===== src/rtl/uart_mon_pkg.sv =====
// -----------------------------------------------------------------------------
// uart_mon_pkg
// Shared definitions for the UART TX monitor:
//   - rx_state_e    : decoder FSM states
//   - NEWLINE_CODE  : byte value that raises the newline pulse
//   - clks_per_bit  : system clocks per serial bit (integer division)
// -----------------------------------------------------------------------------
package uart_mon_pkg;

    typedef enum logic [2:0] {
        ST_IDLE  = 3'd0,
        ST_START = 3'd1,
        ST_DATA  = 3'd2,
        ST_STOP  = 3'd3,
        ST_BREAK = 3'd4
    } rx_state_e;

    localparam logic [7:0] NEWLINE_CODE = 8'h0A;

    // Truncating division: the bit period is rounded down to whole clocks.
    function automatic int unsigned clks_per_bit(input int unsigned clk_hz,
                                                 input int unsigned baud);
        return clk_hz / baud;
    endfunction

endpackage


===== src/rtl/uart_mon_fifo.sv =====
// -----------------------------------------------------------------------------
// uart_mon_fifo
// First-word-fall-through FIFO holding decoded bytes.
// Ports:
//   clk_i, rst_ni  : clock, asynchronous active-low reset
//   clear_i        : synchronous flush; beats any same-cycle push or pop
//   push_i/wdata_i : write request and data
//   pop_i          : read request (ignored when empty)
//   rdata_o        : head entry, forced to zero while empty
//   empty_o/full_o : occupancy flags
//   push_ok_o      : the push this cycle is stored
//   drop_o         : the push this cycle is discarded because the FIFO is full
// Depth must be a power of two and at least 2 so pointers wrap naturally.
// -----------------------------------------------------------------------------
module uart_mon_fifo #(
    parameter int unsigned Depth = 16,
    parameter int unsigned Width = 8
) (
    input  logic             clk_i,
    input  logic             rst_ni,
    input  logic             clear_i,
    input  logic             push_i,
    input  logic [Width-1:0] wdata_i,
    input  logic             pop_i,
    output logic [Width-1:0] rdata_o,
    output logic             empty_o,
    output logic             full_o,
    output logic             push_ok_o,
    output logic             drop_o
);

    localparam int unsigned AddrW = $clog2(Depth);
    localparam logic [AddrW:0] FullCount = (AddrW + 1)'(Depth);

    logic [Width-1:0] mem_q [Depth];
    logic [AddrW-1:0] wr_ptr_q;
    logic [AddrW-1:0] rd_ptr_q;
    logic [AddrW:0]   count_q;
    logic [AddrW:0]   count_d;
    logic             empty_s;
    logic             full_s;
    logic             push_ok_s;
    logic             pop_ok_s;
    logic             drop_s;

    assign empty_s = (count_q == '0);
    assign full_s  = (count_q == FullCount);

    // Accept/drop decisions and next occupancy.
    always_comb begin
        pop_ok_s  = pop_i && !empty_s && !clear_i;
        // A simultaneous pop frees the slot, so a full FIFO still accepts.
        push_ok_s = push_i && !clear_i && (!full_s || pop_i);
        drop_s    = push_i && !clear_i && full_s && !pop_i;
        count_d   = count_q;
        if (push_ok_s && !pop_ok_s) begin
            count_d = count_q + 1'b1;
        end else if (pop_ok_s && !push_ok_s) begin
            count_d = count_q - 1'b1;
        end else begin
            count_d = count_q;
        end
    end

    // Storage, pointers and occupancy.
    always_ff @(posedge clk_i or negedge rst_ni) begin
        if (!rst_ni) begin
            wr_ptr_q <= '0;
            rd_ptr_q <= '0;
            count_q  <= '0;
            for (int i = 0; i < int'(Depth); i++) begin
                mem_q[i] <= '0;
            end
        end else if (clear_i) begin
            wr_ptr_q <= '0;
            rd_ptr_q <= '0;
            count_q  <= '0;
        end else begin
            if (push_ok_s) begin
                mem_q[wr_ptr_q] <= wdata_i;
                wr_ptr_q        <= wr_ptr_q + 1'b1;
            end
            if (pop_ok_s) begin
                rd_ptr_q <= rd_ptr_q + 1'b1;
            end
            count_q <= count_d;
        end
    end

    assign rdata_o   = empty_s ? '0 : mem_q[rd_ptr_q];
    assign empty_o   = empty_s;
    assign full_o    = full_s;
    assign push_ok_o = push_ok_s;
    assign drop_o    = drop_s;

endmodule


===== src/rtl/uart_tx_monitor.sv =====
// -----------------------------------------------------------------------------
// uart_tx_monitor
// Decodes 8N1 frames from a UART TX line into bytes and queues them in a
// FWFT FIFO with a valid/ready drain port.
// Ports:
//   clk_sys_i, rst_sys_ni : clock, asynchronous active-low reset
//   uart_i                : serial line, idle high
//   byte_o/byte_valid_o   : FIFO head and non-empty flag
//   byte_ready_i          : consumer takes byte_o when valid && ready
//   newline_o             : one-cycle pulse when 0x0A is stored
//   frame_err_o           : sticky, bad stop bit seen
//   overflow_o            : sticky, byte dropped on a full FIFO
//   rx_count_o            : bytes stored, wraps at 2^32
//   clear_i               : synchronous flush of FIFO, flags and count
// -----------------------------------------------------------------------------
module uart_tx_monitor
    import uart_mon_pkg::*;
#(
    parameter int unsigned ClockFrequency = 50_000_000,
    parameter int unsigned BaudRate       = 115_200,
    parameter int unsigned FifoDepth      = 16
) (
    input  logic        clk_sys_i,
    input  logic        rst_sys_ni,
    input  logic        uart_i,
    output logic [7:0]  byte_o,
    output logic        byte_valid_o,
    input  logic        byte_ready_i,
    output logic        newline_o,
    output logic        frame_err_o,
    output logic        overflow_o,
    output logic [31:0] rx_count_o,
    input  logic        clear_i
);

    localparam int unsigned ClksPerBit = clks_per_bit(ClockFrequency, BaudRate);
    localparam int unsigned HalfBit    = ClksPerBit / 2;
    localparam int unsigned CntW       = (ClksPerBit > 2) ? $clog2(ClksPerBit) : 1;
    localparam logic [CntW-1:0] BitReload  = CntW'(ClksPerBit - 1);
    localparam logic [CntW-1:0] HalfReload = CntW'(HalfBit - 1);

    logic [1:0]      sync_q;
    logic            line_s;
    rx_state_e       state_q;
    logic [CntW-1:0] baud_cnt_q;
    logic [2:0]      bit_idx_q;
    logic [7:0]      shift_q;
    logic            frame_err_q;
    logic            cnt_zero_s;
    logic            push_s;
    logic            stop_bad_s;
    logic            push_ok_s;
    logic            drop_s;
    logic            fifo_empty_s;
    logic            fifo_full_s;
    logic [31:0]     rx_count_q;
    logic [31:0]     rx_count_d;
    logic            newline_q;
    logic            newline_d;
    logic            overflow_q;
    logic            overflow_d;

    // Two-flop synchroniser; resets to the idle (high) line level.
    always_ff @(posedge clk_sys_i or negedge rst_sys_ni) begin
        if (!rst_sys_ni) begin
            sync_q <= 2'b11;
        end else begin
            sync_q <= {sync_q[0], uart_i};
        end
    end

    assign line_s     = sync_q[1];
    assign cnt_zero_s = (baud_cnt_q == '0);

    // Stop-bit outcome, decoded from registered FSM state.
    always_comb begin
        push_s     = 1'b0;
        stop_bad_s = 1'b0;
        if ((state_q == ST_STOP) && cnt_zero_s) begin
            push_s     = line_s;
            stop_bad_s = !line_s;
        end else begin
            push_s     = 1'b0;
            stop_bad_s = 1'b0;
        end
    end

    // Frame decoder FSM with the sticky framing-error flag.
    always_ff @(posedge clk_sys_i or negedge rst_sys_ni) begin
        if (!rst_sys_ni) begin
            state_q     <= ST_IDLE;
            baud_cnt_q  <= '0;
            bit_idx_q   <= 3'd0;
            shift_q     <= 8'h00;
            frame_err_q <= 1'b0;
        end else begin
            // clear_i wins over a same-cycle framing error.
            if (clear_i) begin
                frame_err_q <= 1'b0;
            end else if (stop_bad_s) begin
                frame_err_q <= 1'b1;
            end else begin
                frame_err_q <= frame_err_q;
            end

            case (state_q)
                ST_IDLE: begin
                    if (!line_s) begin
                        // First sample lands mid start bit.
                        state_q    <= ST_START;
                        baud_cnt_q <= HalfReload;
                    end else begin
                        baud_cnt_q <= '0;
                    end
                end
                ST_START: begin
                    if (cnt_zero_s) begin
                        if (!line_s) begin
                            state_q    <= ST_DATA;
                            baud_cnt_q <= BitReload;
                            bit_idx_q  <= 3'd0;
                        end else begin
                            // Line already back high: a glitch, not a frame.
                            state_q <= ST_IDLE;
                        end
                    end else begin
                        baud_cnt_q <= baud_cnt_q - 1'b1;
                    end
                end
                ST_DATA: begin
                    if (cnt_zero_s) begin
                        shift_q[bit_idx_q] <= line_s;
                        baud_cnt_q         <= BitReload;
                        if (bit_idx_q == 3'd7) begin
                            state_q <= ST_STOP;
                        end else begin
                            bit_idx_q <= bit_idx_q + 1'b1;
                        end
                    end else begin
                        baud_cnt_q <= baud_cnt_q - 1'b1;
                    end
                end
                ST_STOP: begin
                    if (cnt_zero_s) begin
                        state_q <= line_s ? ST_IDLE : ST_BREAK;
                    end else begin
                        baud_cnt_q <= baud_cnt_q - 1'b1;
                    end
                end
                ST_BREAK: begin
                    // Hold off until the line idles so a long low is not
                    // mistaken for a stream of start bits.
                    if (line_s) begin
                        state_q <= ST_IDLE;
                    end else begin
                        state_q <= ST_BREAK;
                    end
                end
                default: begin
                    state_q    <= ST_IDLE;
                    baud_cnt_q <= '0;
                end
            endcase
        end
    end

    uart_mon_fifo #(
        .Depth (FifoDepth),
        .Width (8)
    ) u_fifo (
        .clk_i     (clk_sys_i),
        .rst_ni    (rst_sys_ni),
        .clear_i   (clear_i),
        .push_i    (push_s),
        .wdata_i   (shift_q),
        .pop_i     (byte_ready_i),
        .rdata_o   (byte_o),
        .empty_o   (fifo_empty_s),
        .full_o    (fifo_full_s),
        .push_ok_o (push_ok_s),
        .drop_o    (drop_s)
    );

    // Next values of the status outputs; push_ok/drop are already clear-gated.
    always_comb begin
        rx_count_d = rx_count_q;
        newline_d  = 1'b0;
        overflow_d = overflow_q;
        if (clear_i) begin
            rx_count_d = 32'd0;
            newline_d  = 1'b0;
            overflow_d = 1'b0;
        end else begin
            rx_count_d = push_ok_s ? (rx_count_q + 32'd1) : rx_count_q;
            newline_d  = push_ok_s && (shift_q == NEWLINE_CODE);
            overflow_d = overflow_q || drop_s;
        end
    end

    // Status output registers.
    always_ff @(posedge clk_sys_i or negedge rst_sys_ni) begin
        if (!rst_sys_ni) begin
            rx_count_q <= 32'd0;
            newline_q  <= 1'b0;
            overflow_q <= 1'b0;
        end else begin
            rx_count_q <= rx_count_d;
            newline_q  <= newline_d;
            overflow_q <= overflow_d;
        end
    end

    assign byte_valid_o = !fifo_empty_s;
    assign newline_o    = newline_q;
    assign frame_err_o  = frame_err_q;
    assign overflow_o   = overflow_q;
    assign rx_count_o   = rx_count_q;

endmodule


===== config.mk =====
export PLATFORM = sky130hd
export DESIGN_NAME = uart_tx_monitor
export DESIGN_NICKNAME = d
export VERILOG_FILES = /design/src/rtl/uart_mon_pkg.sv /design/src/rtl/uart_mon_fifo.sv /design/src/rtl/uart_tx_monitor.sv
export SDC_FILE = /design/constraint.sdc
export NUM_CORES = 1
export LEC_CHECK = 0
export CAP_MARGIN = 20
export CORE_MARGIN = 2
export CORE_UTILIZATION = 50
export DETAILED_ROUTE_END_ITERATION = 10
export PLACE_DENSITY_LB_ADDON = 0.2
export SYNTH_ARGS = -nofsm -noshare
export SYNTH_HDL_FRONTEND = slang
export SYNTH_SLANG_ARGS = --single-unit

===== constraint.sdc =====
create_clock -name clk_sys_i -period 4.55 [get_ports clk_sys_i]
set_clock_uncertainty 0.05 [all_clocks]
set_input_delay 0.455 -clock clk_sys_i [delete_from_list [all_inputs] [get_ports clk_sys_i]]
set_output_delay 0.455 -clock clk_sys_i [all_outputs]
set_load 0.03 [all_outputs]

# Word-level counts from Yosys, hierarchy flattened
# Cells that the tools add are included.
# totals
reg_bits,201
inputBits,5
# classes
bitwise_logic,4
muxes,44
n_lt_le_gt_ge,5
n_reduce_logical,34
add_sub_neg,7
eq_ne,16
# ops
operator,count
bitwise mux 128 bit,1
two-way mux 32 bit,2
case mux 9 bit (5 select lines),1
two-way mux 8 bit,5
two-way mux 9 bit,4
"adder 32 x 1 -> 32 bit, second input constant",1
binary-select mux 8 bit (select 4 bit),1
demux 8 bit (select 4 bit),1
two-way mux 3 bit,10
two-way mux 4 bit,4
"inequality test 2 bit, second input constant",8
two-way mux 5 bit,3
case mux 3 bit (5 select lines),1
logical AND 1 bit,12
"greater-or-equal comparator 5 bit, second input constant",2
inverter 4 -> 5 bit,2
AND reduction 5 bit,2
logical NOT 9 bit,1
"subtractor 9 x 1 -> 9 bit, second input constant",1
"adder 4 x 1 -> 4 bit, second input constant",2
bitwise mux 8 bit,1
"equality test 8 x 4 -> 1 bit, second input constant",1
nonzero test 2 bit,4
logical NOT 1 bit,7
other kinds (22),33

# Depth between registers and ports, before layout
# Gate-level depths: netlist (run 1).
# logic_depth
depth_word,10
mapped_depth,12
ltp_nobuf,10

# By module
# From an unflattened synthesis (run 1), not the netlist that was laid out.
# unflattened
hier_cells,782
hier_area_um2,9954.5
# by_module_without_submodules
mod,n_inst,cells_each,area_per_inst_um2
uart_mon_fifo,1,449,6759.0
uart_tx_monitor,1,333,3195.6

# Worst setup path after synthesis (run 1)
# OpenSTA, ideal clock, no wires.
# synth_timing
path_kind,register to register
start,reg baud_cnt_q[7]
end,reg u_fifo.count_q[4]
setup_time_ns,0.125
stages_incl_launch_ff,13
slack_ns,1.256
required_time_ns,4.375
period_less_slack_ns,3.294
t_arrival_ns,3.119
path_cell_list,dfrtp_1 > or3_1 > buf_2 > or2_4 > nor3_1 > buf_2 > buf_2 > nand2_1 > fa_1 > a21o_1 > a21oi_1 > mux2i_1 > mux2_2
# synth_between
elab_chain_cells,8
elab_cells_between_ends,11
classes_between,3 x mux; 8 x reduce/logical
# synth_rtl
item,line_no,source
from (decl),uart_tx_monitor.sv:45,logic [CntW-1:0] baud_cnt_q;
from (signal assigned),uart_tx_monitor.sv:111,baud_cnt_q <= HalfReload;
from (signal assigned),uart_tx_monitor.sv:120,baud_cnt_q <= BitReload;
from (signal assigned),uart_tx_monitor.sv:127,baud_cnt_q <= baud_cnt_q - 1'b1;
logical NOT 9 bit *,uart_tx_monitor.sv:73,assign cnt_zero_s = (baud_cnt_q == '0);
logical AND 1 bit *,uart_tx_monitor.sv:79,if ((state_q == ST_STOP) && cnt_zero_s) begin
two-way mux 1 bit *,uart_tx_monitor.sv:79,
logical AND 1 bit * (2 in a row),uart_mon_fifo.sv:53,push_ok_s = push_i && !clear_i && (!full_s || pop_i);
logical AND 1 bit or logical NOT 1 bit (tied branches),"uart_mon_fifo.sv:56, uart_mon_fifo.sv:58",
two-way mux 5 bit or logical AND 1 bit (tied branches),"uart_mon_fifo.sv:56, uart_mon_fifo.sv:58",
two-way mux 5 bit or nonzero test 3 bit (tied branches),n/a,
to (signal assigned),uart_mon_fifo.sv:86,count_q <= count_d;
to (decl),uart_mon_fifo.sv:38,logic [AddrW:0] count_q;
# Every way passes the cells marked *; elsewhere a longest branch is shown, timed or not.
# A chain may end at the register's enable or synchronous reset.

# Worst setup path in the final report (run 1)
# layout_timing
start,reg u_fifo.rd_ptr_q[2]
end,out byte_o[3]
# layout_between
elab_chain_cells,5
# layout_rtl
item,line_no,source
from (decl),uart_mon_fifo.sv:37,logic [AddrW-1:0] rd_ptr_q;
from (signal assigned),uart_mon_fifo.sv:84,rd_ptr_q <= rd_ptr_q + 1'b1;
inverter 4 -> 5 bit (implied by the code),uart_mon_fifo.sv:90,assign rdata_o = empty_s ? '0 : mem_q[rd_ptr_q];
binary-select mux 8 bit (select 4 bit),uart_mon_fifo.sv:90,
two-way mux 8 bit (implied by the code) (2 in a row),uart_mon_fifo.sv:90,
two-way mux 8 bit,uart_mon_fifo.sv:90,
to (decl),uart_tx_monitor.sv:26,"output logic [7:0] byte_o,"
# Every way passes these cells. The select of a mux whose other input is x is not followed.

==> results.cfg, run 1 <==
[outcome]
outcome = complete, no violations

[logic_synthesis]
yosysTopAreaCell = dfrtp_1
synth_nets = 848
synth_mux_area_share_pct = 22.89
syn_area_um2 = 9894
synth_top_area_share_pct = 50.33
synthCells = 828
synth-compound-area-share_pct = 8.612
synth_seq_cells = 201
synth-xor-area-share_pct = 1.593
yosys_most_used_dff = dfrtp_1
synth_edf_count = 0
synthArstFlopShare_pct = 100.0
yosysSeqAreaShare_pct = 50.86
synth_warnings = 0
synth_area_leaders = dfrtp_1, mux2_2, mux4_2, mux2i_1, a21oi_1
synth-adder-area-share_pct = 1.973
syn_avg_cell_area_um2 = 11.95
synth_top_family_by_area = multiplexers
synth-simple-area-share_pct = 11.49
synth_cell_types = 57

[detailed_routing]
dr.pass1.iters = 7
vias = 6808
vias_per_cell = 5.988
drt_iter0_drc = 353
drt_wl_total_um = 22290
drt-wirelength-per-cell_um = 19.60
postRouteAntennaNets = 0
drc = 0

[worst_setup_path]
end_kind = primary output
slowest_stage = clkdlybuf4s50_1
cp.buffers_inverters = 1
rr_worst_depth = 11
r2r_slack_ns = 1.10
cp_cell_sequence = nand2b_1, o221ai_1, o32a_1, nand2_1, a21oi_1, clkdlybuf4s50_1
r2r-start = baud_cnt_q[3]
cp.arrival_ns = 3.24
cpLargestDelayFamily = compound AO/OA/AOI/OAI gates
crit_required_ns = 4.05
max_stage_delay_ns = 0.73
crit_type = reg -> out
r2r_end = u_fifo.count_q[4]
crit_fanout = 16
cp-start-kind = flip-flop

[min_path]
hold_path_end = sync_q[1]
holdPathStages = 0
hold_start = sync_q[0]
hold_class = reg -> reg

[finish]
seq_area_um2 = 5034
multiInputGateArea_um2 = 4612
fin_nets = 877
post_route_cells_drive_above_1_share_pct = 24.66
fill_cells = 1601
diodes = 0
fin_util_pct = 58.19
area_growth_pct = 14.47
mostFrequentLayoutCell = dfrtp_1
layout_common_cells = dfrtp_1, mux2_2, clkdlybuf4s50_1, nand2_1, nor2_1

[cts]
cts_resized = 0
clock_latency_ns = 0.50
clkSinkCount = 201
cts_made_buffers = 23
cts_tree = built
cts_root_buffer = clkbuf_16
ctsHtreeMaxLevel = 1
clk_pin_slew_ns = 0.05
max-clock-path-buffers = 3

[flow_run]
drv_cap = 0

[global_route]
grt_pass1_vias = 6754
track_usage_pct = 22.11
grt_max_degree = 112
antenna_found_initial = 0
grt_pass1_wl_um = 36270
grt-ovfl-total = 0

[power]
vdd_drop_max_uv = 295.6
power_mw = 4.196
power-per-cell-area_nw_per_um2 = 370.4
switchingPower_mw = 1.065
static-leakage-power_nw = 4.923
netSwitchingFraction_pct = 25.38
seqPwrFrac_pct = 44.4
power_frac_clock_pct = 42.7
p_comb_share_pct = 12.9
p_int_mw = 3.131

[sta]
worst_pin_slew_ns = 0.9202
maxSlewViolCount = 0
fmax_mhz = 267.0
whs_ns = 0.3062
hold_viol = 0
finalSetupTns_ns = 0
timing.final.crit_period_ns = 3.745
fin_crit_sh_pct = 82.30
setup_violations = 0
timing.slew.headroom_pct = 38.65
rsz0062_at_grt = false

[floorplanning]
die_height_um = 144.7
dieWidth_um = 144.7
coreArea_um2 = 19460
start_util_pct = 50.84
ios = 49
fp-row-count = 51
die-area_um2 = 20930

[placement]
dp_hpwl_um = 14670
numPortBuffers = 48
place_congestion = 0.8952
-- worst reg2reg max path, delay by kind of cell, from the launching register on --
kind | cells | cell delay, ns
AO/OA/AOI/OAI | 3 | 0.54
adder cells (fa/ha/maj) | 1 | 0.47
flip-flops | 1 | 0.43
buffers and inverters | 2 | 0.47
AND/OR/NAND/NOR | 3 | 0.80
multiplexers | 2 | 0.57
-- cell type report --
type	count	share of cell area, %
Clock inverter	2	0.3093
Inverter	12	0.3977
Clock buffer	38	6.198
Multi-Input combinational cell	563	40.72
Tap cell	265	2.928
Timing Repair Buffer	56	5.004
Sequential cell	201	44.44
-- how the worst max path moves through the flow --
stage	startpoint	endpoint	cells after the start
after floorplan	baud_cnt_q[7]	u_fifo.count_q[4]	12
after global placement	byte_ready_i	u_fifo.count_q[4]	11
after detailed placement	byte_ready_i	u_fifo.count_q[4]	11
after CTS	u_fifo.rd_ptr_q[2]	byte_o[3]	6
after global routing	u_fifo.rd_ptr_q[2]	byte_o[3]	6
final	u_fifo.rd_ptr_q[2]	byte_o[3]	6
-- power groups by stage --
stage                     Clock (mW)  Sequential [mW]  Combinational [mW]
after floorplan                    0             1.87               0.408
after global placement             0             1.89               0.532
after detailed placement           0             1.89               0.544
after CTS                       1.83             1.86               0.546
after global routing            1.92             1.87               0.588
final                           1.79             1.86               0.542
-- cell usage after synthesis (all sizes together), types with 5 or more instances --
master and instances:
inv 12, nand4 11, or4 9, xor2 5, clkbuf 35, o22ai 9
o21ai 33, a21o 7, dfrtp 199, a21oi 35, o221ai 8, nor3 13
nor2 40, nor4 10, or3 13, xnor2 13, nand2b 10, nand3 38
mux2 138, mux2i 35, nand2 40, o32a 8, mux4 16, buf 17
nor2b 8, o31ai 16, ha 14
-- repair_timing --
item                                   4_1_cts  5_1_grt
setup buffers                                0        0
endpoints found under the hold margin       10        0
hold buffers                                 1        0
-- through the flow --
step | area, um^2 | cells | setup WS, ns
final | 11330 | 1137 | 0.8053
after global routing | 11330 | 1137 | 0.6070
after CTS | 11330 | 1137 | 0.8388
after detailed placement | 10580 | 1096 | 0.9614
after global placement | 10580 | 1096 | 1.048
after floorplan | 9894 | 828 | 1.256
-- layer usage --
layer  share of wire [%]  vias to the layer above  track usage [%]
met2                  49                      149            36.82
li1                    -                     3119                -
met3                 3.4                       56            2.896
met1                  44                     3484            29.69
met4                 4.2                        0            8.585
met5                   0                        -                0
-- sequential cells by signal, indices dropped and copies added, names as in the netlist --
name / count
overflow_o: 1
baud_cnt_q: 9
frame_err_o: 1
u_fifo.count_q: 5
u_fifo.rd_ptr_q: 4
state_q: 3
rx_count_o: 32
bit_idx_q: 3
u_fifo.wr_ptr_q: 4
shift_q: 8
newline_o: 1
sync_q: 2
u_fifo.mem_q: 128
-- cells by family (layout without fill, tap and decap cells) --
kind of cell	after synthesis	in the layout
simple gates	210	210
buf+inv	64	108
xor+xnor	18	18
compound gates	131	131
mux	189	189
fa+ha+maj	15	15
flops	201	201
Power figures use the tool's default switching activity.
==> run 2, diff against run 1 <==
==> constraint.sdc (replaced) <==
create_clock -name clk_sys_i -period 3 [get_ports clk_sys_i]
set_clock_uncertainty 0.05 [all_clocks]
set_input_delay 0.3 -clock clk_sys_i [delete_from_list [all_inputs] [get_ports clk_sys_i]]
set_output_delay 0.3 -clock clk_sys_i [all_outputs]
set_load 0.03 [all_outputs]
==> run 2 against run 1 <==
Against the previous run: cell area up 2.7%; register-to-register slack got worse by 1.0 ns; setup slack lost 0.74 ns; combinational power grew 92%; wire length increased by 4.8%; final cell count up 2.4%; global-route usage is 1.1 points higher.
==> results.cfg, run 2 (synthesized netlist as in run 1, its figures left out) <==
[sta]
finalSetupTns_ns = 0
timing.slew.headroom_pct = 46.28
worst_pin_slew_ns = 0.8058
fmax_mhz = 341.3
setup_violations = 0
fin_crit_sh_pct = 97.66
hold_viol = 0
timing.final.crit_period_ns = 2.930
maxSlewViolCount = 0

[finish]
largest_reg_flops = 128
diodes = 0
fill_cells = 1536
mostFrequentLayoutCell = dfrtp_1
layout_common_cells = dfrtp_1, mux2_2, nor2_1, nand2_1, clkdlybuf4s50_1
fin_nets = 906
area_growth_pct = 17.53
top_register = u_fifo.mem_q
post_route_cells_drive_above_1_share_pct = 28.81
fin_util_pct = 59.75

[cts]
cts_tree = built
clkSinkCount = 201
cts_made_buffers = 23
ctsHtreeMaxLevel = 1
clock_latency_ns = 0.51
clk_pin_slew_ns = 0.06
max-clock-path-buffers = 3
cts_root_buffer = clkbuf_16

[detailed_routing]
drt_wl_total_um = 23360
drt-wirelength-per-cell_um = 20.06
vias = 7001
vias_per_cell = 6.015
drt_iter0_drc = 393
drc = 0
postRouteAntennaNets = 0
dr.pass1.iters = 4

[floorplanning]
fp-row-count = 51
ios = 49
dieWidth_um = 144.7
die-area_um2 = 20930
start_util_pct = 50.84
die_height_um = 144.7
coreArea_um2 = 19460

[worst_setup_path]
crit_required_ns = 3.34
r2r_slack_ns = 0.07
slowest_stage = dfrtp_1
cp.arrival_ns = 3.27
crit_fanout = 5
cpLargestDelayFamily = simple AND/OR/NAND/NOR gates
max_stage_delay_ns = 0.41
cp-start-kind = flip-flop
end_kind = flip-flop
rr_worst_depth = 9
crit_type = reg -> reg
r2r_end = u_fifo.count_q[4]
cp.buffers_inverters = 0
cp_cell_sequence = or3_4, or2_4, nor3_4, nand2_8, fa_2, a21o_1, a21oi_2, mux2i_1, mux2_4
r2r-start = baud_cnt_q[6]

[global_route]
grt_pass1_wl_um = 37920
grt_pass1_vias = 7265
track_usage_pct = 23.22
grt-ovfl-total = 0
antenna_found_initial = 0
grt_max_degree = 88

[power]
power-per-cell-area_nw_per_um2 = 568.0
static-leakage-power_nw = 5.129
vdd_drop_max_uv = 366.6

[outcome]
outcome = complete, no violations

[placement]
numPortBuffers = 48
place_congestion = 0.8636
dp_hpwl_um = 15570

[min_path]
hold_start = clear_i
hold_class = in -> reg
holdPathStages = 2
hold_path_end = frame_err_o

[flow_run]
drv_cap = 0
==> run 2: cell types whose count changed in the layout (fill, tap and decap cells not counted), sizes merged <==
cell,delta
dlygate4sd2,+4
clkdlybuf4s15,+1
clkdlybuf4s50,-9
clkbuf,-1
buf,+30
inv,+1
dlymetal6s2s,+1
==> run 2: layer usage <==
metal / track usage (%) / share of wire (%) / vias to the layer above
met5: 0 / 0 / -
met4: 7.971 / 2.7 / 0
met3: 4.574 / 5.1 / 47
met2: 40.08 / 50 / 166
met1: 29.36 / 42 / 3612
li1: - / - / 3176
==> run 2: area by class of cell <==
cell class	instances	area, um^2	area share (%)
sequential	201	5036	43.31
multi-input combinational	563	4679	40.24
timing repair buffer	85	782.0	6.725
clock buffer	35	710.7	6.111
tap	265	331.6	2.851
inverter	12	45.04	0.3873
clock inverter	3	43.79	0.3766
==> run 2: through the flow <==
| step | cells | hold WS (ns) | setup slack [ns] | area [um^2] | total power, mW |
|---|---|---|---|---|---|
| floorplan | 828 | -0.04559 | 0.002492 | 9967 | 3.497 |
| global placement | 1120 | 0.2984 | 0.1034 | 10820 | 3.808 |
| detailed placement | 1120 | 0.3032 | -0.02503 | 10820 | 3.845 |
| CTS | 1159 | 0.001152 | 0.02659 | 11580 | 6.628 |
| global route | 1164 | 0.01366 | -0.009603 | 11630 | 6.865 |
| finish | 1164 | 0.01493 | 0.07014 | 11630 | 6.605 |
==> run 2: worst max path at each step <==
| stage | to | depth (start not counted) | startpoint | slack [ns] |
|---|---|---|---|---|
| detailed placement | u_fifo.count_q[4] | 10 | baud_cnt_q[3] | -0.03 |
| floorplan | u_fifo.count_q[4] | 11 | u_fifo.count_q[0] | 0.002 |
| finish | u_fifo.count_q[4] | 9 | baud_cnt_q[6] | 0.07 |
| global route | u_fifo.count_q[4] | 9 | baud_cnt_q[6] | -0.01 |
| CTS | byte_valid_o | 3 | u_fifo.count_q[0] | 0.03 |
| global placement | u_fifo.count_q[4] | 10 | baud_cnt_q[3] | 0.10 |
==> run 2: power breakdown <==
group	internal (mW)	leakage, nW	switching [mW]	total [mW]
Sequential	2.76	2.78	0.0430	2.80
Combinational	0.445	1.98	0.591	1.04
Clock	1.70	0.374	1.07	2.77
Total	4.90	5.13	1.70	6.60
==> run 2: timing repair <==
item                                    CTS  global route
cloned                                    0             0
endpoints found under the hold margin    83             0
pin swaps                                 0             1
hold buffers                              1             0
setup buffers                             0             5
endpoints found under the setup margin    8             8
gates resized for setup                   8            11
